File: config.mk
export PLATFORM = sky130hd
export DESIGN_NAME = bcd_down_counter
export DESIGN_NICKNAME = d
export VERILOG_FILES = /design/src/rtl/bcd_pkg.sv /design/src/rtl/bcd_digit_down_combin.sv /design/src/rtl/bcd_down_counter.sv
export SDC_FILE = /design/constraint.sdc
export NUM_CORES = 1
export LEC_CHECK = 0
export CORE_ASPECT_RATIO = 1.5
export CORE_MARGIN = 3
export CORE_UTILIZATION = 43
export DETAILED_ROUTE_END_ITERATION = 12
export PLACE_DENSITY = 0.88
export SETUP_SLACK_MARGIN = 0.1
export SLEW_MARGIN = 20
export SYNTH_ARGS = -nofsm -noshare
export SYNTH_HDL_FRONTEND = slang
export SYNTH_SLANG_ARGS = --single-unit
export TNS_END_PERCENT = 10
File: constraint.sdc
create_clock -name clk -period 2.1 [get_ports clk]
set_input_delay 0.21 -clock clk [delete_from_list [all_inputs] [get_ports clk]]
set_output_delay 0.21 -clock clk [all_outputs]
set_load 0.005 [all_outputs]
File: src/rtl/bcd_pkg.sv
//==============================================================================
// Module   : bcd_pkg
// Brief    : Shared BCD digit constants and the load-value clamp helper used by
//            the BCD down-counter and its per-digit combinational cell.
// Revision : 1.0 - initial release
//==============================================================================
`default_nettype none

package bcd_pkg;

    localparam int         BCD_W    = 4;
    localparam logic [3:0] BCD_MAX  = 4'd9;
    localparam logic [3:0] BCD_ZERO = 4'd0;

    // Out-of-range nibbles (A..F) saturate to the largest legal BCD digit.
    function automatic logic [BCD_W-1:0] bcd_clamp(input logic [BCD_W-1:0] digit);
        return (digit > BCD_MAX) ? BCD_MAX : digit;
    endfunction

endpackage

`default_nettype wire

File: src/rtl/bcd_digit_down_combin.sv
//==============================================================================
// Module   : bcd_digit_down_combin
// Brief    : One-digit combinational BCD decrement cell. A borrow into a zero
//            digit produces 9 and passes the borrow upward.
// Revision : 1.0 - initial release
//==============================================================================
`default_nettype none

module bcd_digit_down_combin
    import bcd_pkg::*;
(
    input  logic [BCD_W-1:0] d,
    input  logic             bin,
    output logic [BCD_W-1:0] next_d,
    output logic             bout
);

    // Decrement the digit when borrowed from, wrapping 0 -> 9.
    always_comb begin
        next_d = d;
        bout   = bin & (d == BCD_ZERO);
        if (bin) begin
            next_d = (d == BCD_ZERO) ? BCD_MAX : (d - 4'd1);
        end
    end

endmodule

`default_nettype wire

File: src/rtl/bcd_down_counter.sv
//==============================================================================
// Module   : bcd_down_counter
// Brief    : Cascadable multi-digit BCD down-counter with parallel load,
//            combinational borrow-out / zero flags and registered done and
//            load-error pulses.
// Options  : BCD_DOWN_SATURATE_EN - when defined, the count holds at zero
//            instead of wrapping to all nines.
// Revision : 1.0 - initial release
//==============================================================================
`default_nettype none

module bcd_down_counter
    import bcd_pkg::*;
#(
    parameter int DIGITS = 4
)(
    input  logic                    clk,
    input  logic                    clr_n,
    input  logic                    ena,
    input  logic                    load,
    input  logic [4*DIGITS-1:0]     din,
    output logic [4*DIGITS-1:0]     q,
    output logic                    b_o,
    output logic                    zero,
    output logic                    done,
    output logic                    ld_err
);

    localparam int                 c_cnt_w = BCD_W * DIGITS;
    localparam logic [c_cnt_w-1:0] c_one   = {{(c_cnt_w-1){1'b0}}, 1'b1};

    logic [c_cnt_w-1:0] r_q;
    logic               r_done;
    logic               r_ld_err;

    logic [c_cnt_w-1:0] w_dec_q;
    logic [c_cnt_w-1:0] w_next_q;
    logic [c_cnt_w-1:0] w_load_q;
    logic [DIGITS:0]    w_borrow;
    logic [DIGITS-1:0]  w_digit_bad;
    logic               w_zero;
    logic               w_any_bad;

    // Borrow enters at the least significant digit and ripples upward.
    assign w_borrow[0] = ena;

    genvar k;
    generate
        for (k = 0; k < DIGITS; k++) begin : g_digit
            bcd_digit_down_combin u_cell (
                .d      (r_q[k*BCD_W +: BCD_W]),
                .bin    (w_borrow[k]),
                .next_d (w_dec_q[k*BCD_W +: BCD_W]),
                .bout   (w_borrow[k+1])
            );

            assign w_load_q[k*BCD_W +: BCD_W] = bcd_clamp(din[k*BCD_W +: BCD_W]);
            assign w_digit_bad[k]             = (din[k*BCD_W +: BCD_W] > BCD_MAX);
        end
    endgenerate

    assign w_zero    = (r_q == '0);
    assign w_any_bad = |w_digit_bad;

`ifdef BCD_DOWN_SATURATE_EN
    // At all-zero the decrement is suppressed; the borrow-out still fires.
    assign w_next_q = w_zero ? r_q : w_dec_q;
`else
    // The ripple chain wraps all-zero to all-nines on its own.
    assign w_next_q = w_dec_q;
`endif

    // Count register and status pulses: clear > load > decrement > hold.
    always_ff @(posedge clk) begin
        if (!clr_n) begin
            r_q      <= '0;
            r_done   <= 1'b0;
            r_ld_err <= 1'b0;
        end else if (load) begin
            r_q      <= w_load_q;
            r_done   <= 1'b0;
            r_ld_err <= w_any_bad;
        end else if (ena) begin
            r_q      <= w_next_q;
            r_done   <= (r_q == c_one);
            r_ld_err <= 1'b0;
        end else begin
            r_done   <= 1'b0;
            r_ld_err <= 1'b0;
        end
    end

    assign q      = r_q;
    assign zero   = w_zero;
    // Top of the borrow chain equals ena & (q == 0), ready for cascading.
    assign b_o    = w_borrow[DIGITS];
    assign done   = r_done;
    assign ld_err = r_ld_err;

endmodule

`default_nettype wire

==> flow_summary.toml, run 1 <==
[outcome]
run_status = "completed"

[logic_synthesis]
yosys.area_share.xor_xnor_pct = 3.28
synth_compound_area_share_pct = 17.8
yosys_most_used_dff = "dfxtp_1"
synth.cells.most_frequent = "18 x dfxtp_1, 17 x nand2_1, 15 x nor2_1"
post_synth_instance_area_um2 = 1070
synthDominantAreaCellType = "dfxtp_1"
largest_family_of_logic_cells_by_synthesized_area = "simple AND/OR/NAND/NOR gates"
synth_fa_ha_area_share_pct = 0
synthArstFlopShare_pct = 0
synth.area.top_cells = "dfxtp_1 34%, nand2_1 6.0%, nor2_1 5.3%"
yosys.area_share.simple_pct = 38.6
mappedNetlistNets = 150
synth.area.mux_share_pct = 3.75
synth_cell_types = 40
yosys.cell_count.top_type = "dfxtp_1"
post-synth-top-area-fraction_pct = 33.7
ys_seq_area_share_pct = 33.7
postSynthAreaPerCell_um2 = 8.22
synthCells = 130
number_of_flops_mapped_to_enable_cells_by_yosys = 0
synthesized_flop_and_latch_total = 18
yosys_warnings = 0

[routing]
detail_route.wirelength_um = 3270
drc_errors = 0
drt_first_iter_violations = 35
drt.antenna.violating_nets = 0
route.detailed.wl_per_inst_um = 15.3
vias_per_cell = 5.75
dr.pass1.iters = 4
vias = 1231

[power]
power.density_cell_area_nw_per_um2 = 530
power.sequential.fraction_pct = 43.8
vdd.ir_drop.worst_v = 0.000444
power.clock.fraction_pct = 20.1
p_switching_uw = 272
power_switching_share_pct = 30.7
internal_power_uw = 613
power_frac_comb_pct = 36.1
p_leak_nw = 0.663
power_uw = 885

[sta]
finalSetupViolations = 0
hold_viol = 0
timing.final.crit_share_pct = 96.4
achievable-frequency_ghz = 0.494
tightestPinTransition_ns = 0.344
worst_slew_margin_rel_pct = 76.7
finalSetupTns_ns = 0
final_period_minus_worst_setup_slack_ns = 2.02
drv_slew = 0
unrepaired_setup_endpoints_after_global_routing = "yes"
timing.clock.skew_ns = 0.00265

[cells_and_area]
insertedDiodeCount = 0
finalNonFillerCells = 214
syn_to_final_growth_pct = 56.3
nNetsFinal = 213
final_core_utilization_pct = 72.2
layout-drive-gt1-share_pct = 20.9
final_area_um2 = 1670

[grt]
grt-ovfl-total = 0
grtUsageTotal_pct = 22.7
grt_util_met1_pct = 25.2
antenna_violations_before_repair = 0
wire_length_of_the_first_global_routing_pass_um = 5290
first_global_vias = 1277
grt_start_max_net_pins = 16
grt_util_met3_pct = 3.24
busiest_layer = "met2"
globalRouteMet2Util_pct = 40.7

[placement]
routability_congestion_estimate = 0.941
io_buffer_count = 39
dpl.hpwl_um = 2470
placement.cell_area_um2 = 1620
place.detailed.instances = 209

[worst_setup_path]
r2r_setup_slack_ns = 0.41
cp_data_required_time_ns = 1.89
critPathMaxFanout = 2
element_type_at_the_critical_path_start = "register"
crit_arrival_ns = 1.81
worstSetupPathType = "register to output pin"
critPathSlowestCell = "or4_4"
critPathTopFamily = "simple AND/OR/NAND/NOR gates"
crit_buf_inv = 2
slowest_delay_ns = 0.52
crit_path_cell_trace = "nor4_2 -> buf_4 -> nand2_1 -> or4_4 -> nor2_4 -> clkbuf_2"
timing.critical_path.to_type = "output pin"

[min_path]
hold_path_class = "input pin to register"

[clocking]
clkSlewWorstSetupHoldPaths_ns = 0.11
postCtsHoldBufs = 0
cts_max_path_buffers = 2
cts-root-buf = "clkbuf_4"
cts.htree.levels = 1
clkSinkCount = 18
cts_buffers = 3
clk_latency_ns = 0.29
cts_tree = "built"

[die]
die_w_um = 46.7
floorplan.initialDensity_pct = 46.2
core_area_um2 = 2310
die_h_um = 67.1
die_area_um2 = 3130
fp-row-count = 21
io_pins = 40

[run]
cap_violations = 0
==> through the flow <==
step | worst slack, ns | hold WS [ns]
global placement | 0.00809 | 0.591
detailed placement | 0.0163 | 0.597
global route | -0.0130 | 0.483
floorplan | 0.467 | 0.319
finish | 0.0763 | 0.484
CTS | 0.00188 | 0.483
==> worst min-delay path, stage by stage <==
cell             delay, ns
clkdlybuf4s50_1       0.41
nand2_1               0.06
o21ai_1               0.05
==> registers in the layout, indices dropped and copies added, names as in the netlist <==
register / cells
q: 16
done: 1
ld_err: 1
==> routing by layer <==
metal / part of all wire, % / vias to the layer above
met3: 6.7 / 10
met2: 53 / 57
met1: 38 / 564
met4: 2.2 / 0
met5: 0 / -
li1: - / 600
==> power groups by stage <==
| stage | clock [mW] | sequential (mW) | combinational [mW] |
|---|---|---|---|
| 2_1_floorplan | 0 | 0.402 | 0.130 |
| 3_3_place_gp | 0 | 0.392 | 0.301 |
| 3_5_place_dp | 0 | 0.394 | 0.308 |
| 4_1_cts | 0.171 | 0.386 | 0.314 |
| 5_1_grt | 0.187 | 0.391 | 0.345 |
| 6_report | 0.178 | 0.388 | 0.320 |
==> cells by family after synthesis <==
| logic type | Yosys count |
|---|---|
| muxes | 4 |
| DFF | 18 |
| buffers and inverters | 6 |
| xor gates and xnor gates | 4 |
| and+or+nand+nor | 70 |
| AOI/OAI and AO/OA | 28 |
==> placed cells by master, fill, tap and decap left out, types with 2 or more instances in the layout <==
master	count
dfxtp_2	2
nand3_1	3
dfxtp_1	16
nor3_2	2
inv_1	2
nor2_1	14
nor2b_1	3
buf_4	23
nand2b_1	3
nand4_1	3
clkdlybuf4s50_1	37
nor4_4	2
o311a_1	3
o21a_1	4
o21ai_0	6
or2_2	2
o21ai_1	2
xnor2_1	2
nor3_1	3
nand2_1	17
o211ai_1	2
a21oi_1	5
or3_1	2
clkbuf_4	3
nand3b_1	5
mux2i_1	4
xor2_1	2
==> timing repair <==
item,4_1_cts,5_1_grt
pin swaps,1,2
endpoints found under the setup margin,2,2
gates resized for setup,2,7
setup buffers,1,1
gates cloned,0,0
==> final timing paths <==
| kind | from | end | depth (start not counted) |
|---|---|---|---|
| setup / recovery | q[11]$_SDFFE_PN0P_ | zero | 6 |
| hold reg to reg | q[13]$_SDFFE_PN0P_ | q[13]$_SDFFE_PN0P_ | 2 |
| hold / removal | din[5] | q[5]$_SDFFE_PN0P_ | 3 |
| setup reg to reg | q[11]$_SDFFE_PN0P_ | done$_SDFF_PP0_ | 6 |
==> cell type report <==
cell class / instances / area, µm²
inverter: 2 / 7.51
clock buffer: 3 / 22.5
sequential: 18 / 363
multi-input combinational: 106 / 692
fill: 175 / 642
tap: 23 / 28.8
timing repair buffer: 62 / 557
Note: power is estimated with default switching activity, not from simulation.
==> inputs of run 2 (changes only) <==
--- a/config.mk
+++ b/config.mk
@@ -9,9 +9,10 @@
 export CORE_MARGIN = 3
 export CORE_UTILIZATION = 43
 export DETAILED_ROUTE_END_ITERATION = 12
+export GPL_TIMING_DRIVEN = 0
 export PLACE_DENSITY = 0.88
 export SETUP_SLACK_MARGIN = 0.1
-export SLEW_MARGIN = 20
+export SLEW_MARGIN = 15
 export SYNTH_ARGS = -nofsm -noshare
 export SYNTH_HDL_FRONTEND = slang
 export SYNTH_SLANG_ARGS = --single-unit
==> run 2 against run 1 <==
Net effect: clock power is 4% lower; combinational power is 11% lower; cell count is 6.1% lower; clock-buffer cell count stayed put; core utilization is 3.4 points lower; fmax is 2.0% lower; first-iteration DRC count is 77% higher; via count is 3.7% higher; critical path depth is 1 lower; die area stayed put; wire length is 0.21% higher; largest cell class unchanged; largest power group unchanged.
==> flow_summary.toml, run 2 (synthesis results as in run 1) <==
[routing]
vias_per_cell = 6.35
dr.pass1.iters = 5
detail_route.wirelength_um = 3280
vias = 1277
drt.antenna.violating_nets = 0
route.detailed.wl_per_inst_um = 16.3
drt_first_iter_violations = 62
drc_errors = 0

[power]
power_uw = 858
power.density_cell_area_nw_per_um2 = 539
p_leak_nw = 0.596
vdd.ir_drop.worst_v = 0.000391

[clocking]
clkSinkCount = 18
cts_max_path_buffers = 2
cts-root-buf = "clkbuf_4"
clk_latency_ns = 0.29
postCtsHoldBufs = 0
cts_buffers = 3
clkSlewWorstSetupHoldPaths_ns = 0.09
cts.htree.levels = 1
cts_tree = "built"

[placement]
placement.cell_area_um2 = 1480
routability_congestion_estimate = 0.862
io_buffer_count = 38
dpl.hpwl_um = 2370

[outcome]
run_status = "completed"

[sta]
finalSetupViolations = 0
drv_slew = 0
hold_viol = 0
timing.final.crit_share_pct = 98.3
unrepaired_setup_endpoints_after_global_routing = "yes"
timing.clock.skew_ns = 0.00481
final_period_minus_worst_setup_slack_ns = 2.06
worst_slew_margin_rel_pct = 61.5
final.hold.worst_slack_ns = 0.391
tightestPinTransition_ns = 0.576
achievable-frequency_ghz = 0.484

[worst_setup_path]
element_type_at_the_critical_path_start = "register"
critPathSlowestCell = "or4_4"
crit_arrival_ns = 1.85
slowest_delay_ns = 0.52
crit_path_cell_trace = "nor4_4 -> nand2_1 -> or4_4 -> nor2_4 -> clkbuf_2"
timing.critical_path.to_type = "output pin"
critPathMaxFanout = 4
crit_buf_inv = 1
cp_data_required_time_ns = 1.89
worstSetupPathType = "register to output pin"
critPathTopFamily = "simple AND/OR/NAND/NOR gates"

[cells_and_area]
fillers = 192
syn_to_final_growth_pct = 49.1
layout.cells.most_common_list = "35 x clkdlybuf4s50_1, 17 x nand2_1, 13 x nor2_1"
largest_register_ff_count = 16
final_area_um2 = 1590
nNetsFinal = 200
layout-drive-gt1-share_pct = 18.5
final_common_cell = "clkdlybuf4s50_1"
insertedDiodeCount = 0

[grt]
wire_length_of_the_first_global_routing_pass_um = 5490
grt_start_max_net_pins = 11
grtUsageTotal_pct = 23.8
grt-ovfl-total = 0
antenna_violations_before_repair = 0
first_global_vias = 1277

[run]
cap_violations = 0

[die]
fp-row-count = 21
floorplan.initialDensity_pct = 46.2
core_area_um2 = 2310
die_h_um = 67.1
die_w_um = 46.7
io_pins = 40
die_area_um2 = 3130

[min_path]
hold_path_class = "input pin to register"
[run 2: cell types whose count changed in the layout (fill, tap and decap cells not counted), moves of 2 or more]
cell and change:
buf_4 -16, clkbuf_1 +3, clkdlybuf4s50_1 -2, dfxtp_1 -5, dfxtp_2 +2, dfxtp_4 +3
[run 2: worst paths after layout]
kind | start | endpoint | slack (ns) | cells after the start
worst min-delay path | ena | done$_SDFF_PP0_ | 0.39 | 3
worst max-delay path | q[11]$_SDFFE_PN0P_ | zero | 0.04 | 5
worst max register to register | q[0]$_SDFFE_PN0P_ | q[10]$_SDFFE_PN0P_ | 0.32 | 4
worst min register to register | q[0]$_SDFFE_PN0P_ | done$_SDFF_PP0_ | 0.53 | 2
[run 2: metrics by stage]
| step | utilization [%] | setup WS, ns | setup TNS [ns] | std cells |
|---|---|---|---|---|
| after floorplan | - | 0.467 | 0 | 130 |
| after global placement | 63.9 | -0.240 | -0.489 | 191 |
| after detailed placement | 63.9 | -0.271 | -0.601 | 191 |
| after CTS | 67.6 | 0.00194 | 0 | 198 |
| after global routing | 68.9 | -0.0427 | -0.0427 | 201 |
| final | 68.9 | 0.0351 | 0 | 201 |
[run 2: routing by layer]
| metal | global-route usage (%) | part of all wire, % | up-vias |
|---|---|---|---|
| li1 | - | - | 578 |
| met1 | 26.3 | 36 | 612 |
| met2 | 41.0 | 53 | 68 |
| met3 | 2.97 | 5.7 | 19 |
| met4 | 14.2 | 4.9 | 0 |
| met5 | 0 | 0 | - |
[run 2: worst reg2reg max path, cell delays in order (launching register included)]
cell      delay (ns)
dfxtp_4         0.39
nor3b_1         0.51
nand3_1         0.23
o311ai_0        0.37
o211ai_1        0.15
[run 2: final cells by class]
type                    instances  area, µm²  area share [%]
plain buffers                   4       22.5            1.41
repair buffers                 45        422            26.5
flip-flops and latches         18        377            23.6
inverters                       2       7.51           0.471
well taps                      23       28.8            1.81
multi-input cells             106        713            44.8
clock buffers                   3       22.5            1.41
[run 2: timing repair]
item	CTS	global route
setup buffers	4	3
setup endpoints to repair	2	2
gates resized for setup	15	9
pin swaps	2	2
[run 2: power by group]
part / internal [mW] / switching (mW) / leakage, nW / total [mW]
Sequential: 0.365 / 0.0384 / 0.152 / 0.404
Clock: 0.0668 / 0.104 / 0.0138 / 0.171
Combinational: 0.159 / 0.125 / 0.430 / 0.284
